$ cat src/rtl/fixedpt_dot_pkg.sv
// Shared types and helpers for the fixed-point dot-product accumulator.
// Holds the FSM state encoding and the accumulator sizing rule.
package fixedpt_dot_pkg;

  typedef enum logic {
    ACC  = 1'b0,
    DONE = 1'b1
  } state_t;

  // Headroom: $clog2(k) bits for the sum of k terms, plus one spare sign bit.
  function automatic int acc_width(input int n, input int k);
    return n + $clog2(k) + 1;
  endfunction

endpackage

$ cat src/rtl/fixedpt_sat_trunc.sv
// Narrows a W-bit exact sum to n bits and flags values outside the n-bit range.
// Build option FIXEDPT_DOT_SAT_EN clamps the result; without it the result wraps.
module fixedpt_sat_trunc #(
  parameter int W    = 35,
  parameter int n    = 32,
  parameter bit sign = 1'b1
) (
  input  logic [W-1:0] i_acc,
  output logic [n-1:0] o_msg,
  output logic         o_ovf
);

  logic w_ovf;

  generate
    if (sign) begin : g_signed
      // In range only when every bit from n-1 upward equals the sign bit.
      assign w_ovf = ~((&i_acc[W-1:n-1]) | ~(|i_acc[W-1:n-1]));
    end else begin : g_unsigned
      assign w_ovf = |i_acc[W-1:n];
    end
  endgenerate

  assign o_ovf = w_ovf;

`ifdef FIXEDPT_DOT_SAT_EN
  localparam logic [n-1:0] MAX_VAL = sign ? {1'b0, {(n-1){1'b1}}} : {n{1'b1}};
  localparam logic [n-1:0] MIN_VAL = sign ? {1'b1, {(n-1){1'b0}}} : {n{1'b0}};

  logic w_neg;
  assign w_neg = sign & i_acc[W-1];
  assign o_msg = !w_ovf ? i_acc[n-1:0] : (w_neg ? MIN_VAL : MAX_VAL);
`else
  assign o_msg = i_acc[n-1:0];
`endif

endmodule

$ cat src/rtl/fixedpt_dot_accum.sv
// Sums K fixed-point products into one dot product with val/rdy ports on both sides.
// FIXEDPT_DOT_SAT_EN (see fixedpt_sat_trunc) selects a saturating result instead of wrap.
module fixedpt_dot_accum
  import fixedpt_dot_pkg::*;
#(
  parameter int n    = 32,
  parameter int d    = 16,
  parameter bit sign = 1'b1,
  parameter int K    = 4
) (
  input  logic         clk,
  input  logic         reset,
  input  logic         recv_val,
  output logic         recv_rdy,
  input  logic [n-1:0] recv_msg,
  output logic         send_val,
  input  logic         send_rdy,
  output logic [n-1:0] send_msg,
  output logic         send_ovf
);

  localparam int W  = acc_width(n, K);
  localparam int CW = $clog2(K);

  generate
    if (K < 2 || d > n) begin : g_bad_cfg
      $error("fixedpt_dot_accum: need K >= 2 and d <= n");
    end
  endgenerate

  state_t         r_state;
  state_t         w_state_next;
  logic [CW-1:0]  r_count;
  logic [W-1:0]   r_acc;
  logic [W-1:0]   w_ext;
  logic           w_recv_fire;
  logic [n-1:0]   w_msg;
  logic           w_ovf;

  assign w_ext       = {{(W-n){sign & recv_msg[n-1]}}, recv_msg};
  assign w_recv_fire = recv_val & recv_rdy;

  always_comb begin
    w_state_next = r_state;
    recv_rdy     = 1'b0;
    send_val     = 1'b0;
    case (r_state)
      ACC: begin
        recv_rdy = 1'b1;
        if (recv_val && r_count == CW'(K-1)) w_state_next = DONE;
      end
      DONE: begin
        send_val = 1'b1;
        if (send_rdy) w_state_next = ACC;
      end
      default: w_state_next = ACC;
    endcase
  end

  always_ff @(posedge clk or negedge reset) begin
    if (!reset) r_state <= ACC;
    else        r_state <= w_state_next;
  end

  always_ff @(posedge clk or negedge reset) begin
    if (!reset) begin
      r_acc   <= '0;
      r_count <= '0;
    end else if (w_recv_fire) begin
      r_acc   <= r_acc + w_ext;
      r_count <= r_count + CW'(1);
    end else if (r_state == DONE && send_rdy) begin
      r_acc   <= '0;
      r_count <= '0;
    end
  end

  fixedpt_sat_trunc #(
    .W    (W),
    .n    (n),
    .sign (sign)
  ) u_sat_trunc (
    .i_acc (r_acc),
    .o_msg (w_msg),
    .o_ovf (w_ovf)
  );

  // Result is only meaningful once all K products are in.
  assign send_msg = (r_state == DONE) ? w_msg : '0;
  assign send_ovf = (r_state == DONE) ? w_ovf : 1'b0;

endmodule

$ cat config.mk
export PLATFORM = sky130hd
export DESIGN_NAME = fixedpt_dot_accum
export DESIGN_NICKNAME = d
export VERILOG_FILES = /design/src/rtl/fixedpt_dot_pkg.sv /design/src/rtl/fixedpt_sat_trunc.sv /design/src/rtl/fixedpt_dot_accum.sv
export SDC_FILE = /design/constraint.sdc
export NUM_CORES = 1
export LEC_CHECK = 0
export BUFFER_PORTS_ARGS = -buffer_cell sky130_fd_sc_hd__clkbuf_2
export CAP_MARGIN = 10
export CORE_MARGIN = 3
export CORE_UTILIZATION = 50
export DETAILED_ROUTE_END_ITERATION = 16
export PLACE_DENSITY_LB_ADDON = 0.05
export SETUP_SLACK_MARGIN = 0.3
export SLEW_MARGIN = 30
export SYNTH_ARGS = -nofsm -noshare
export SYNTH_HDL_FRONTEND = slang
export SYNTH_HIERARCHICAL = 1
export SYNTH_SLANG_ARGS = --single-unit
$ cat constraint.sdc
create_clock -name clk -period 3.2 [get_ports clk]
set_input_delay 0.16 -clock clk [delete_from_list [all_inputs] [get_ports clk]]
set_output_delay 0.16 -clock clk [all_outputs]
set_load 0.02 [all_outputs]
==> results by group, run 1 <==
Timing
  • Slew Viols, Final: 0
  • Fin. Hold Viols: 0
  • Setup TNS: 0 ns
  • Final worst-path cycle share: 0.859
  • Slew headroom: 0.630
  • Final worst path period need: 2.75 ns
  • Clk_skew: a little under 0.006 ns
  • Fmax: 364 MHz
  • Worst Hold Margin: between 0.08 and 0.09 ns
  • RSZ-0062 raised after global routing: false
  • Final setup viols: 0
  • Tightest Pin Transition: 0.555 ns

Route
  • Via density per instance: 5.51
  • Via count: 3171
  • DRC viols: 0
  • Pre-antenna DRT Iters: 4
  • Mean routed wirelength per cell: 14.8 µm
  • DRT antenna net count: 0
  • DRT Wirelength: 8530 µm
  • DRT iter0 DRCs: 194

Power
  • IR drop worst, VDD: around 0.43 mV
  • Power per cell area: ~1000 mW/mm²
  • Leakage: ~2 nW

Die
  • Num rows: 30
  • Die height: 91.3 µm
  • Total die area: 0.00833 mm²
  • Top Ports: 71
  • Core area: 0.00691 mm²
  • DIE WIDTH: 91.3 µm
  • Starting Density: 0.526

Layout
  • ANT cells: 0
  • Final #Nets: 550
  • Synth-to-Final Area Change: 9.43%
  • Most common cell after layout, fill and taps aside: clkbuf_2
  • Most frequent cells in the layout: clkbuf_2, nand2_1, o21ai_0, dfrtp_1
  • Share of cells above drive strength 1: 0.209

Yosys
  • Synth cell types: 48
  • Mapped Nets: a little over 500
  • Post-Syn Instances: roughly 450
  • Synth warn: 6
  • Mapped cell area: 0.00364 mm²
  • Syn Area/Cell: between 8 and 9 µm²
  • Post-synth EDFFs: 0
  • Seq cells post-synth: 38
  • Ys flop type: dfrtp_1
  • Seq/Total Area, Yosys: 0.262
  • Fraction of registers with async set/reset: 1.00

Hold path
  • Hold-critical path depth: 2
  • Worst hold path type: input pin to register

Clocking
  • CTS clock-pin slew for the worst setup and hold paths: 0.07 ns
  • CTS Buf Count: 5
  • CTS sink cnt: 38
  • CTS tree: yes
  • Number of H-tree levels: 2
  • Root Driver: clkbuf_8
  • CTS Buffer Depth: 2
  • Clock latency on the worst-skew pair: 0.29 ns

GRT
  • Pin count of the biggest net entering global routing: 39
  • GRT Total Usage: 0.205
  • Vias in the first global route: 2972
  • Initial antenna violation count: 0
  • Total gr overflow: 0
  • First-pass GRT wire length: 14200 µm

Setup path
  • CP bufs+invs: 0
  • WS Path Type: register to register
  • Reg2Reg Depth: 10
  • Startpoint Class: register
  • Maximum fanout along the worst path: 4
  • Largest delay share family, worst path: compound AO/OA/AOI/OAI gates
  • Crit path required time: about 3.4 ns
  • Worst path max stage delay: 0.42 ns
  • Cells along the critical path: ha_1 -> fa_2 -> a211oi_2 -> o21ai_1 -> a31oi_2 -> o21ai_2 -> a21oi_2 -> o21bai_1 -> a21o_1 -> a311o_1
  • WP depth: 10
  • WP data arrival: 2.93 ns
  • Critical Path End Type: register
  • Slowest cell on crit path: fa_2

Placement
  • Final Wtd Congestion: 0.904
  • Port buffer count: 70
  • Post-DP HPWL: around 6200 µm

Run
  • Max-Cap Viols: 0

Run status
  • Run status: completed
worst paths after layout:
check                                       start                      to  slack [ns]
setup / recovery             r_acc[0]$_DFFE_PN0P_   r_acc[32]$_DFFE_PN0P_        0.45
hold / removal                           send_rdy       r_state$_DFF_PN0_        0.08
setup reg to reg             r_acc[0]$_DFFE_PN0P_   r_acc[32]$_DFFE_PN0P_        0.45
hold reg to reg            r_count[0]$_DFFE_PN0P_  r_count[0]$_DFFE_PN0P_        0.50
max in group asynchronous                   reset   r_acc[26]$_DFFE_PN0P_        2.40
min in group asynchronous                   reset    r_acc[6]$_DFFE_PN0P_        0.41
per-layer routing:
layer,track usage,routed length (µm),share of wire
met3,0.0307,411,0.048
met4,0.0415,67,0.0079
met5,0,0,0
met2,0.327,3850,0.45
met1,0.294,4200,0.49
layout make-up:
cell class                 count  area [µm²]
tap                           96         120
inverter                       8        30.0
timing repair buffer          78         415
clock buffer                   7        86.3
clock inverter                 1        5.00
sequential                    38         951
fill                         696        2930
multi-input combinational    347        2370
through the flow:
stage / worst slack, ns / area (µm²) / total power [mW] / util / std cells
after CTS: 0.288 / 3930 / 3.99 / 0.570 / 573
final: 0.451 / 3980 / 4.04 / 0.576 / 575
after global placement: 0.329 / 3820 / 3.56 / 0.553 / 563
after detailed placement: 0.269 / 3820 / 3.61 / 0.554 / 563
after floorplan: 0.573 / 3640 / 3.24 / - / 445
after global routing: 0.306 / 3980 / 4.44 / 0.576 / 575
Yosys cell counts, types with 10 or more instances:
master / count / area, µm²
clkbuf_1: 18 / 67.6
a21o_1: 22 / 165
nand2_1: 51 / 191
and2_1: 35 / 219
nor2_1: 13 / 48.8
o21ai_0: 46 / 230
ha_1: 35 / 438
nand3_1: 10 / 50.1
xor2_1: 13 / 114
buf_4: 32 / 240
a21oi_1: 36 / 180
dfrtp_1: 38 / 951
xnor2_1: 19 / 166
power by group:
| group | switching, mW | internal [mW] |
|---|---|---|
| Combinational | 1.58 | 1.18 |
| Sequential | 0.206 | 0.726 |
| Clock | 0.178 | 0.174 |
| Total | 1.96 | 2.08 |
worst register-to-register path, cell delays in order (launching register included):
cell and delay, ns:
dfrtp_1 0.40, ha_1 0.23, fa_2 0.42, a211oi_2 0.25, o21ai_1 0.12, a31oi_2 0.24, o21ai_2 0.12, a21oi_2 0.24
o21bai_1 0.09, a21o_1 0.22, a311o_1 0.31
cells by family (layout without fill, tap and decap cells):
kind of cell | count (synthesis) | in the layout | synth area share
flops | 38 | 38 | 0.262
xor+xnor | 32 | 32 | 0.0771
simple gates | 130 | 130 | 0.181
buf+inv | 60 | 94 | 0.0957
compound gates | 149 | 149 | 0.259
fa+ha+maj | 36 | 36 | 0.126
what timing repair did:
action | CTS | global route
gates resized for setup | 1 | 8
setup endpoints to repair | 2 | 7
pin swaps | 2 | 5
buffers inserted | 1 | 2
hold endpoints to repair | 38 | 0
hold buffers | 1 | 0
state kept, by name, summed over array words and instances, names as in the netlist:
name,cells
r_count,2
r_acc,35
r_state,1
No activity file was read; power rests on OpenSTA's default activity.
==> run 2, diff against run 1 <==
ABC_AREA = 1   (was default)
CORE_ASPECT_RATIO = 0.9   (was default)
==> results by group, run 2 <==
Layout
  • Biggest regs: r_acc x35, r_count x2, r_state x1
  • Most common cell after layout, fill and taps aside: nand2_1
  • Final cell count without fillers: 873
  • Design area: 0.00463 mm²
  • Max reg flops: 35
  • Most frequent cells in the layout: nand2_1, inv_1, clkbuf_2, nor2_1, a21oi_1
  • Final #Nets: 829
  • Synth-to-Final Area Change: 8.07%
  • Reg with most FFs: r_acc
  • FILL cells: roughly 860
  • Share of cells above drive strength 1: 0.133
  • ANT cells: 0

Route
  • Via count: 4403
  • DRT antenna net count: 0
  • Met3 WL: approximately 790 µm
  • Via density per instance: 5.04
  • DRT iter0 DRCs: about 260
  • DRT Wirelength: 12200 µm
  • DR WL met2: approximately 5000 µm
  • Pre-antenna DRT Iters: 4
  • Mean routed wirelength per cell: 14.0 µm
  • DRC viols: 0
  • Metal-1 WL: approximately 6300 µm
  • Max Used Layer: met4

Timing
  • Final worst path period need: 2.19 ns
  • Fmax: 458 MHz
  • Clk_skew: 0.00666 ns
  • Slew headroom: 0.573
  • Fin. Hold Viols: 0
  • Setup TNS: 0 ns
  • RSZ-0062 raised after global routing: false
  • Final worst-path cycle share: 0.683
  • Tightest Pin Transition: 0.639 ns
  • Slew Viols, Final: 0
  • Final setup viols: 0

Setup path
  • WP data arrival: roughly 2.4 ns
  • Cells along the critical path: inv_2 -> nand2_2 -> inv_2 -> nor2_4 -> buf_4 -> nand2_1 -> o21ai_1
  • CP bufs+invs: 3
  • Most frequent CP cell: inv_2
  • Crit path required time: 3.42 ns
  • Reg2reg end: r_acc[17]$_DFFE_PN0P_
  • Slowest cell on crit path: nor2_4
  • WP depth: 7
  • Startpoint Class: register
  • WS Path Type: register to register
  • Worst path max stage delay: 0.58 ns
  • Setup crit end: r_acc[17]$_DFFE_PN0P_
  • CP startpoint: r_state$_DFF_PN0_
  • Reg2Reg Depth: 7
  • Crit Reg-Reg Startpoint: r_state$_DFF_PN0_
  • Critical Path End Type: register
  • Largest delay share family, worst path: simple AND/OR/NAND/NOR gates
  • Flop-to-flop setup slack: about 1.0 ns
  • Maximum fanout along the worst path: 24

Clocking
  • CTS Buffer Depth: 2
  • CTS sink cnt: 38
  • CTS clock-pin slew for the worst setup and hold paths: 0.09 ns
  • Clock latency on the worst-skew pair: approximately 0.30 ns
  • CTS Buf Count: 5
  • Post-CTS setup buffer count: 0
  • Post-CTS Resized: 0
  • Root Driver: clkbuf_8
  • CTS tree: yes
  • Number of H-tree levels: 2
  • Hold Buf Count CTS: 1

Yosys
  • Synth warn: 6
  • Ys flop type: dfrtp_1
  • Area leader, netlist: nand2_1
  • Commonest cells in the netlist: nand2_1, inv_1, nor2_1
  • Post-synth EDFFs: 0
  • Post-Syn Instances: 719
  • Fraction of registers with async set/reset: 1.00
  • Synth top area share: 0.231
  • Top cells by area, synth: nand2_1, dfrtp_1, inv_1
  • Mapped cell area: 0.00428 mm²
  • Seq/Total Area, Yosys: 0.222
  • Most frequent cell after synthesis: nand2_1
  • Synth cell types: 30
  • Seq cells post-synth: 38
  • Syn Area/Cell: around 6 µm²
  • Mapped Nets: between 700 and 800

GRT
  • Vias in the first global route: 4249
  • Pin count of the biggest net entering global routing: 39
  • Initial antenna violation count: 0
  • First-pass GRT wire length: 20700 µm
  • GRT Total Usage: 0.262
  • Total gr overflow: 0

Placement
  • Post-DP HPWL: 9630 µm
  • Final Wtd Congestion: 0.967
  • Placed insts: 864
  • Placed Instance Area: 0.00451 mm²
  • Port buffer count: 70

Die
  • Starting Density: 0.523
  • Die height: 93.8 µm
  • Total die area: 0.00971 mm²
  • Core area: 0.00818 mm²
  • Num rows: 31
  • Top Ports: 71
  • DIE WIDTH: between 100 and 150 µm

Power
  • Clock share of power: 0.097
  • Power per cell area: 971 mW/mm²
  • Psw: 2.50 mW
  • Switching Fraction: 0.556
  • IR drop worst, VDD: 0.381 mV
  • Power Total: about 4.5 mW
  • Leakage: 2.86 nW
  • Sequential power share: 0.205
  • Logic pwr share: 0.698
  • Internal power: 1.99 mW

Run status
  • Run status: completed

Run
  • Max-Cap Viols: 0

Hold path
  • Worst hold path type: input pin to register
  • Origin of the worst min-delay path: recv_val
[run 2: area by class of cell]
class / instances / area [µm²] / share of cell area
repair buffers: 73 / 378 / 0.0817
flip-flops and latches: 38 / 951 / 0.206
clock buffers: 5 / 68.8 / 0.0149
clock inverters: 3 / 40.0 / 0.00865
inverters: 121 / 454 / 0.0982
multi-input cells: 518 / 2590 / 0.560
well taps: 115 / 144 / 0.0311
[run 2: worst reg2reg max path: cells and delay by family, from the launching register on]
| family | cells | cell delay, ns |
|---|---|---|
| and+or+nand+nor | 3 | 0.92 |
| buffers and inverters | 3 | 0.73 |
| AOI/OAI and AO/OA | 1 | 0.08 |
| DFF | 1 | 0.37 |
[run 2: power groups by stage]
stage / clock network, mW / logic (mW) / registers (mW)
detailed placement: 0 / 3.10 / 0.931
global placement: 0 / 3.06 / 0.925
finish: 0.436 / 3.14 / 0.920
global route: 0.464 / 3.58 / 0.961
floorplan: 0 / 2.57 / 0.876
CTS: 0.444 / 3.11 / 0.920
[run 2: metal layers]
metal,vias up,track usage
met5,-,0
met1,1973,0.389
met4,0,0.0432
li1,2277,-
met3,8,0.0426
met2,145,0.406
[run 2: worst min path at each step]
stage	endpoint	cells past startpoint
finish	r_state$_DFF_PN0_	3
global route	r_state$_DFF_PN0_	3
CTS	r_state$_DFF_PN0_	3
detailed placement	r_acc[22]$_DFFE_PN0P_	1
global placement	r_acc[22]$_DFFE_PN0P_	1
floorplan	r_acc[0]$_DFFE_PN0P_	0
[run 2: kinds of logic after synthesis]
family                   synth area share
adder cells (fa/ha/maj)             0.107
AND/OR/NAND/NOR                     0.366
flip-flops                          0.222
buffers and inverters               0.173
XOR/XNOR                           0.0143
AO/OA/AOI/OAI                       0.118
[run 2: stage by stage]
stage / worst slack [ns] / hold WS [ns] / utilization
6_report: 1.01 / 0.0972 / 0.565
5_1_grt: 0.832 / 0.117 / 0.565
4_1_cts: 1.04 / 0.100 / 0.565
3_5_place_dp: 1.06 / 0.234 / 0.551
3_3_place_gp: 1.11 / 0.402 / 0.551
2_1_floorplan: 1.40 / -0.136 / -
